===== src/rtl/serial_byte_tx_if.sv =====
// Byte-stream handshake feeding the serial transmitter.
interface serial_byte_tx_if;
  logic       in_valid;
  logic       in_ready;
  logic [7:0] in_byte;

  modport master (output in_valid, output in_byte, input in_ready);
  modport slave  (input in_valid, input in_byte, output in_ready);
endinterface


===== src/rtl/serial_byte_tx.sv =====
// Frames each accepted byte as start, 8 data bits LSB first, optional parity and
// STOP_BITS stop bits, one bit per clock; the line idles high.
module serial_byte_tx #(
  parameter int PARITY    = 0,  // 0 none, 1 even, 2 odd
  parameter int STOP_BITS = 1   // 1 or 2
) (
  input  logic              clk,
  input  logic              reset,
  serial_byte_tx_if.slave   in_if,
  output logic              dout,
  output logic              busy
);

  typedef enum logic [2:0] {IDLE, START, DATA, PAR, STOP} state_e;

  localparam logic [2:0] STOP_LAST = 3'(STOP_BITS - 1);

  state_e     state_q, state_d;
  logic [2:0] cnt_q, cnt_d;
  logic [7:0] shift_q, shift_d;
  logic       par_q, par_d;
  logic       dout_q, dout_d;
  logic       last_stop, accept;

  assign last_stop       = (state_q == STOP) && (cnt_q == STOP_LAST);
  // Gated by reset so nothing is taken while the block is held in reset.
  assign in_if.in_ready  = reset && ((state_q == IDLE) || last_stop);
  assign accept          = in_if.in_valid && in_if.in_ready;

  always_comb begin
    state_d = state_q;
    cnt_d   = cnt_q;
    shift_d = shift_q;
    par_d   = par_q;
    dout_d  = 1'b1;

    case (state_q)
      IDLE:  ;
      START: begin
        state_d = DATA;
        cnt_d   = 3'd0;
      end
      DATA: begin
        if (cnt_q == 3'd7) begin
          state_d = (PARITY != 0) ? PAR : STOP;
          cnt_d   = 3'd0;
        end else begin
          cnt_d   = cnt_q + 3'd1;
          shift_d = shift_q >> 1;
        end
      end
      PAR: begin
        state_d = STOP;
        cnt_d   = 3'd0;
      end
      STOP: begin
        if (last_stop) state_d = IDLE;
        else           cnt_d   = cnt_q + 3'd1;
      end
      default: state_d = IDLE;
    endcase

    // An accept in the last stop cycle overrides the return to IDLE.
    if (accept) begin
      state_d = START;
      cnt_d   = 3'd0;
      shift_d = in_if.in_byte;
      par_d   = (^in_if.in_byte) ^ (PARITY == 2);
    end

    // dout is registered, so it is computed from the state being entered.
    case (state_d)
      IDLE:    dout_d = 1'b1;
      START:   dout_d = 1'b0;
      DATA:    dout_d = shift_d[0];
      PAR:     dout_d = par_d;
      STOP:    dout_d = 1'b1;
      default: dout_d = 1'b1;
    endcase
  end

  always_ff @(posedge clk or negedge reset) begin
    if (!reset) begin
      state_q <= IDLE;
      cnt_q   <= 3'd0;
      shift_q <= 8'd0;
      par_q   <= 1'b0;
      dout_q  <= 1'b1;
    end else begin
      state_q <= state_d;
      cnt_q   <= cnt_d;
      shift_q <= shift_d;
      par_q   <= par_d;
      dout_q  <= dout_d;
    end
  end

  assign dout = dout_q;
  assign busy = (state_q != IDLE);

endmodule


===== src/flat_wrapper.sv =====
// flat-port wrapper written by rule: the top's interface ports become plain ports
module serial_byte_tx_flat 
#(
  parameter int PARITY    = 0,                          
  parameter int STOP_BITS = 1            
)
  (clk, reset, dout, busy, in_if_in_valid, in_if_in_byte, in_if_in_ready);
  serial_byte_tx_if in_if_i ();
  input  logic clk;
  input  logic reset;
  output logic dout;
  output logic busy;
  input wire logic [$bits(in_if_i.in_valid)-1:0] in_if_in_valid;
  input wire logic [$bits(in_if_i.in_byte)-1:0] in_if_in_byte;
  output wire logic [$bits(in_if_i.in_ready)-1:0] in_if_in_ready;
  assign in_if_i.in_valid = in_if_in_valid;
  assign in_if_i.in_byte = in_if_in_byte;
  assign in_if_in_ready = in_if_i.in_ready;
  serial_byte_tx #(.PARITY(PARITY), .STOP_BITS(STOP_BITS)) u_core (.clk(clk), .reset(reset), .in_if(in_if_i), .dout(dout), .busy(busy));
endmodule

===== config.mk =====
export PLATFORM = sky130hd
export DESIGN_NAME = serial_byte_tx_flat
export DESIGN_NICKNAME = d
export VERILOG_FILES = /design/src/rtl/serial_byte_tx_if.sv /design/src/rtl/serial_byte_tx.sv /design/src/flat_wrapper.sv
export SDC_FILE = /design/constraint.sdc
export NUM_CORES = 1
export LEC_CHECK = 0
export CAP_MARGIN = 20
export CORE_MARGIN = 5
export CORE_UTILIZATION = 54
export CTS_CLUSTER_DIAMETER = 120
export DETAILED_ROUTE_END_ITERATION = 10
export PLACE_DENSITY = 0.81
export SYNTH_ARGS = -nofsm -noshare
export SYNTH_HDL_FRONTEND = slang
export SYNTH_SLANG_ARGS = --single-unit
export TNS_END_PERCENT = 1

===== constraint.sdc =====
create_clock -name clk -period 4.1 [get_ports clk]
set_clock_uncertainty 0.2 [all_clocks]
set_input_delay 0.41 -clock clk [delete_from_list [all_inputs] [get_ports clk]]
set_output_delay 0.41 -clock clk [all_outputs]
set_load 0.05 [all_outputs]

# [Word level (Yosys, flattened, before mapping)]
# Cells that the tools add are included.
[op_classes] add_sub_neg=1 eq_ne=10 muxes=13 n_reduce_logical=13
[op_table] cell="$mux W8" count=3
[op_table] cell="$mux W3" count=6
[op_table] cell="$pmux W3 S5" count=1
[op_table] cell="$eq A3 B2 Y1 const B" count=4
[op_table] cell="$pmux W3 S3" count=1
[op_table] cell="$reduce_xor A8 Y1" count=1
[op_table] cell="$eq A3 B1 Y1 const B" count=2
[op_table] cell="$eq A3 B3 Y1 const B" count=2
[op_table] cell="$logic_not A3 Y1" count=2
[op_table] cell="$reduce_and A2 Y1" count=2
[op_table] cell="$reduce_bool A4 Y1" count=1
[op_table] cell="$add A3 B1 Y3 const B" count=1
[op_table] cell="$logic_and A1 B1 Y1" count=3
[op_table] cell="$ne A3 B3 Y1 const B" count=1
[op_table] cell="$pmux W1 S3" count=1
[op_table] cell="$reduce_bool A3 Y1" count=1
[op_table] cell="$ne A2 B1 Y1 const B" count=1
[op_table] cell="$reduce_bool A2 Y1" count=1
[op_table] cell="$reduce_or A2 Y1" count=1
[op_table] cell="$logic_or A1 B1 Y1" count=1
[op_table] cell="$mux W1" count=1
[totals] register_bits=16 output_inout_bits=3

# [Logic depth before layout (Yosys ltp)]
[logic_depth] word_depth=8 depth_mapped=7 mapped_depth_nobuf=6

# [Worst setup path before layout]
# OpenSTA, ideal clock, no wires.
[synth_timing] kind="reg2out" from="register u_core.state_q[0]" to="output in_if_in_ready" arrival_time_ps=1527 setup_slack_ps=1963 stages_incl_launch_ff=5 path_buffers=1 cell_sequence="dfrtp_1 buf_4 nor2_1 nand2_1 a21oi_1"
[synth_via] elab_chain_cells=4 word_cells_on_any_way=5 cone_classes="1 x eq/ne; 4 x reduce/logical"
[synth_rtl] element="start: declaration" line="serial_byte_tx.sv:18" text="state_e state_q, state_d;"
[synth_rtl] element="start signal: assignment" line="serial_byte_tx.sv:90" text="state_q <= state_d;"
[synth_rtl] element="$eq A3 B3 Y1" line="serial_byte_tx.sv:25" text="assign last_stop = (state_q == STOP) && (cnt_q == STOP_LAST);"
[synth_rtl] element="$logic_and A1 B1 Y1" line="serial_byte_tx.sv:25"
[synth_rtl] element="$logic_or A1 B1 Y1 (*)" line="serial_byte_tx.sv:27" text="assign in_if.in_ready = reset && ((state_q == IDLE) || last_stop);"
[synth_rtl] element="$logic_and A1 B1 Y1 (*)" line="serial_byte_tx.sv:27"
[synth_rtl] element="end: declaration" line="flat_wrapper.sv:15" text="output wire logic [$bits(in_if_i.in_ready)-1:0] in_if_in_ready;"
# Mark *: on every way between the ends. The rest lies on a longest branch, timed or not.

# [Final worst setup path]
# Same ends and word-level chain as after synthesis.

==> impl_metrics.tcl <==
set metrics [dict create \
    cp_data_required_time_ps 3490 \
    sequential_cell_area_fraction_in_the_yosys_report_pct 44.5 \
    post_synth_xor_area_fraction_pct 0 \
    design.final.nets 106 \
    final_common_cell "sky130_fd_sc_hd__dfrtp_1" \
    post_synth_and_or_nand_nor_area_fraction_pct 16.0 \
    setup.worst_path.start_class "register" \
    core_um2 1490 \
    max_stage_delay_ps 810 \
    yosysTopAreaCellShare_pct 41.4 \
    ys_types 32 \
    overflow 0 \
    cts-root-buf "sky130_fd_sc_hd__clkbuf_4" \
    final.setup.worst_slack_ps 1350 \
    cts_made_buffers 3 \
    period_needed_ps 2750 \
    cell_accounting_for_the_most_synthesized_area "sky130_fd_sc_hd__dfrtp_1" \
    synth_seq_cells 15 \
    place_hpwl_mm 1.19 \
    areaGrowthSynthToFinish_pct 18.2 \
    drt-vias-per-instance 5.88 \
    clock_tree.buffer_depth 2 \
    drt_pass_1_iters 4 \
    worstHoldPathType "primary input to asynchronous set/reset pin" \
    detailedPlace.worstSlack_ps 1090 \
    area_of_the_die_um2 2460 \
    grt_first_pass_wirelength_mm 2.78 \
    grtUsageTotal_pct 14.5 \
    max_slew_margin_pct 40.5 \
    worst-path-max-fanout 10 \
    adder_cell_share_of_the_synthesized_area_pct 4.43 \
    max_cap_violations 0 \
    final_core_density_pct 67.2 \
    worstPathCellList "nor2_1, nand2_1, a21oi_1, clkdlybuf4s50_1" \
    power_w 0.000705 \
    via_count 629 \
    cts_tree "built" \
    power.density_cell_area_nw_per_um2 704 \
    syn_area_per_cell_um2 11.0 \
    grt_setup_unrepaired "false" \
    final-hold-violation-count 0 \
    synthCells 77 \
    cpMaxStageDelayCell "sky130_fd_sc_hd__clkdlybuf4s50_1" \
    grt_antenna_before_repair 0 \
    routability_driven_placement_congestion_ratio 0.760 \
    synth.area.top_cells "sky130_fd_sc_hd__dfrtp_1, sky130_fd_sc_hd__a22o_2, sky130_fd_sc_hd__a21o_1, sky130_fd_sc_hd__ha_1, sky130_fd_sc_hd__a2111oi_4" \
    cp_endpoint_kind "output pin" \
    synthesis.area_um2 847 \
    synth_nets 91 \
    detailedRoute.firstIterationViolations 14 \
    remaining_drc_errors 0 \
    report.final.slew_viol_count 0 \
    ys_warn_count 0 \
    initial_core_utilization_pct 56.9 \
    critical_path_arrival_ps 2140 \
    setup_total_negative_slack_ps 0 \
    power_leakage_nw 0.471 \
    die-height_um 49.6 \
    dominant_combinational_cell_family_by_area_after_synthesis "compound AO/OA/AOI/OAI gates" \
    path_class "register to output pin" \
    timing.final.setup_violations 0 \
    io_pins 14 \
    run_status "complete, no violations" \
    via_count_of_the_first_global_routing_pass 610 \
    most-common-layout-cells "sky130_fd_sc_hd__dfrtp_1, sky130_fd_sc_hd__clkdlybuf4s50_1, sky130_fd_sc_hd__nand2_1, sky130_fd_sc_hd__a22o_2, sky130_fd_sc_hd__a21o_1" \
    wirelength_mm 1.64 \
    grt_max_degree 17 \
    die_w_um 49.6 \
    core.rowCount 14 \
    clk-insertion-delay-late_ps 290 \
    numPortBuffers 13 \
    post_cts_buffers 0 \
    dp.cells 103 \
    final_cell_count_no_fill 107 \
    ctsHtreeMaxLevel 1 \
    post_cts.resized_instances 0 \
    wl_per_cell_um 15.3 \
    vdd_drop_max_mv 0.355 \
    period_share_pct 67.1 \
    clk_pin_slew_ps 90 \
    post_route_cells_drive_above_1_share_pct 22.0 \
    antenna_cells_inserted 0 \
    ant_nets 0 \
    layout.filler_cells 112 \
    worst_slew_pin_slew_ps 892 \
    ctsHoldBuffers 0 \
    clkSinkCount 15 \
    yosys-mux-area-fraction_pct 2.36 \
    clock.fmax_mhz 363 \
    area_fraction_in_compound_gates_after_synthesis_pct 27.3 \
]
==> through the flow <==
| stage | hold WS (ps) | area [um2] |
|---|---|---|
| 2_1_floorplan | -85.6 | 847 |
| 3_3_place_gp | 262 | 973 |
| 3_5_place_dp | 268 | 973 |
| 4_1_cts | 165 | 1000 |
| 5_1_grt | 177 | 1000 |
| 6_report | 157 | 1000 |
==> Yosys cell counts, drive strengths merged <==
cell type / number
nor2b: 1
and2b: 1
o32ai: 1
or3b: 1
o22ai: 1
o21ai: 5
a21oi: 4
nor3: 1
o32a: 1
buf: 4
a21o: 6
ha: 3
a2111oi: 1
mux2i: 2
and3: 1
dfrtp: 14
nand2b: 3
inv: 4
nor4: 1
nand2: 6
o311ai: 1
nor2: 6
a2bb2oi: 1
dfstp: 1
a22o: 6
o21bai: 1
==> logic make-up (layout without fill, tap and decap cells) <==
family	count (synthesis)	after routing
adders and majority gates	3	3
and+or+nand+nor	21	21
buffers and inverters	8	22
AOI/OAI and AO/OA	28	28
DFF	15	15
muxes	2	2
==> final timing paths <==
path | startpoint | endpoint | slack [ps] | depth (start not counted)
max | u_core.state_q[0] | in_if_in_ready | 1350 | 4
min | reset | u_core.cnt_q[2] | 160 | 1
max reg2reg | u_core.cnt_q[0] | u_core.shift_q[1] | 1720 | 6
min reg2reg | u_core.shift_q[5] | u_core.shift_q[5] | 290 | 1
max in group asynchronous | reset | u_core.dout | 3020 | 2
min in group clk | u_core.shift_q[5] | u_core.shift_q[5] | 290 | 1
==> state kept, by name, summed over array words and instances, names as in the netlist <==
register        flops
u_core.cnt_q        3
u_core.dout         1
u_core.shift_q      8
u_core.state_q      3
==> power by group <==
part	switching, W	internal (W)	leakage (nW)	total [W]
Combinational	0.000188	0.000158	0.262	0.000345
Sequential	0.0000609	0.000211	0.191	0.000272
Clock	0.0000517	0.0000363	0.0177	0.0000881
Total	0.000300	0.000405	0.471	0.000705
==> layout make-up <==
class                           count  area [um2]  area share (%)
Tap cell                           16        20.0            2.00
Clock inverter                      1        5.00           0.500
Timing Repair Buffer               14         138            13.8
Clock buffer                        3        22.5            2.25
Multi-Input combinational cell     54         424            42.4
Inverter                            4        15.0            1.50
Sequential cell                    15         377            37.6
==> per-layer routing <==
metal / routed length, um / vias up / track usage (%)
met3: 102 / 3 / 5.72
li1: - / 313 / -
met1: 753 / 298 / 18.9
met2: 762 / 15 / 21.4
met5: 0 / - / 0
met4: 19 / 0 / 5.24
==> worst max-delay path: cells and delay by family (launching register included) <==
kind / cells / cell delay, ps
buffers and inverters: 1 / 810
flip-flops: 1 / 520
AND/OR/NAND/NOR: 2 / 410
AO/OA/AOI/OAI: 1 / 120
Note: power is estimated with default switching activity, not from simulation.
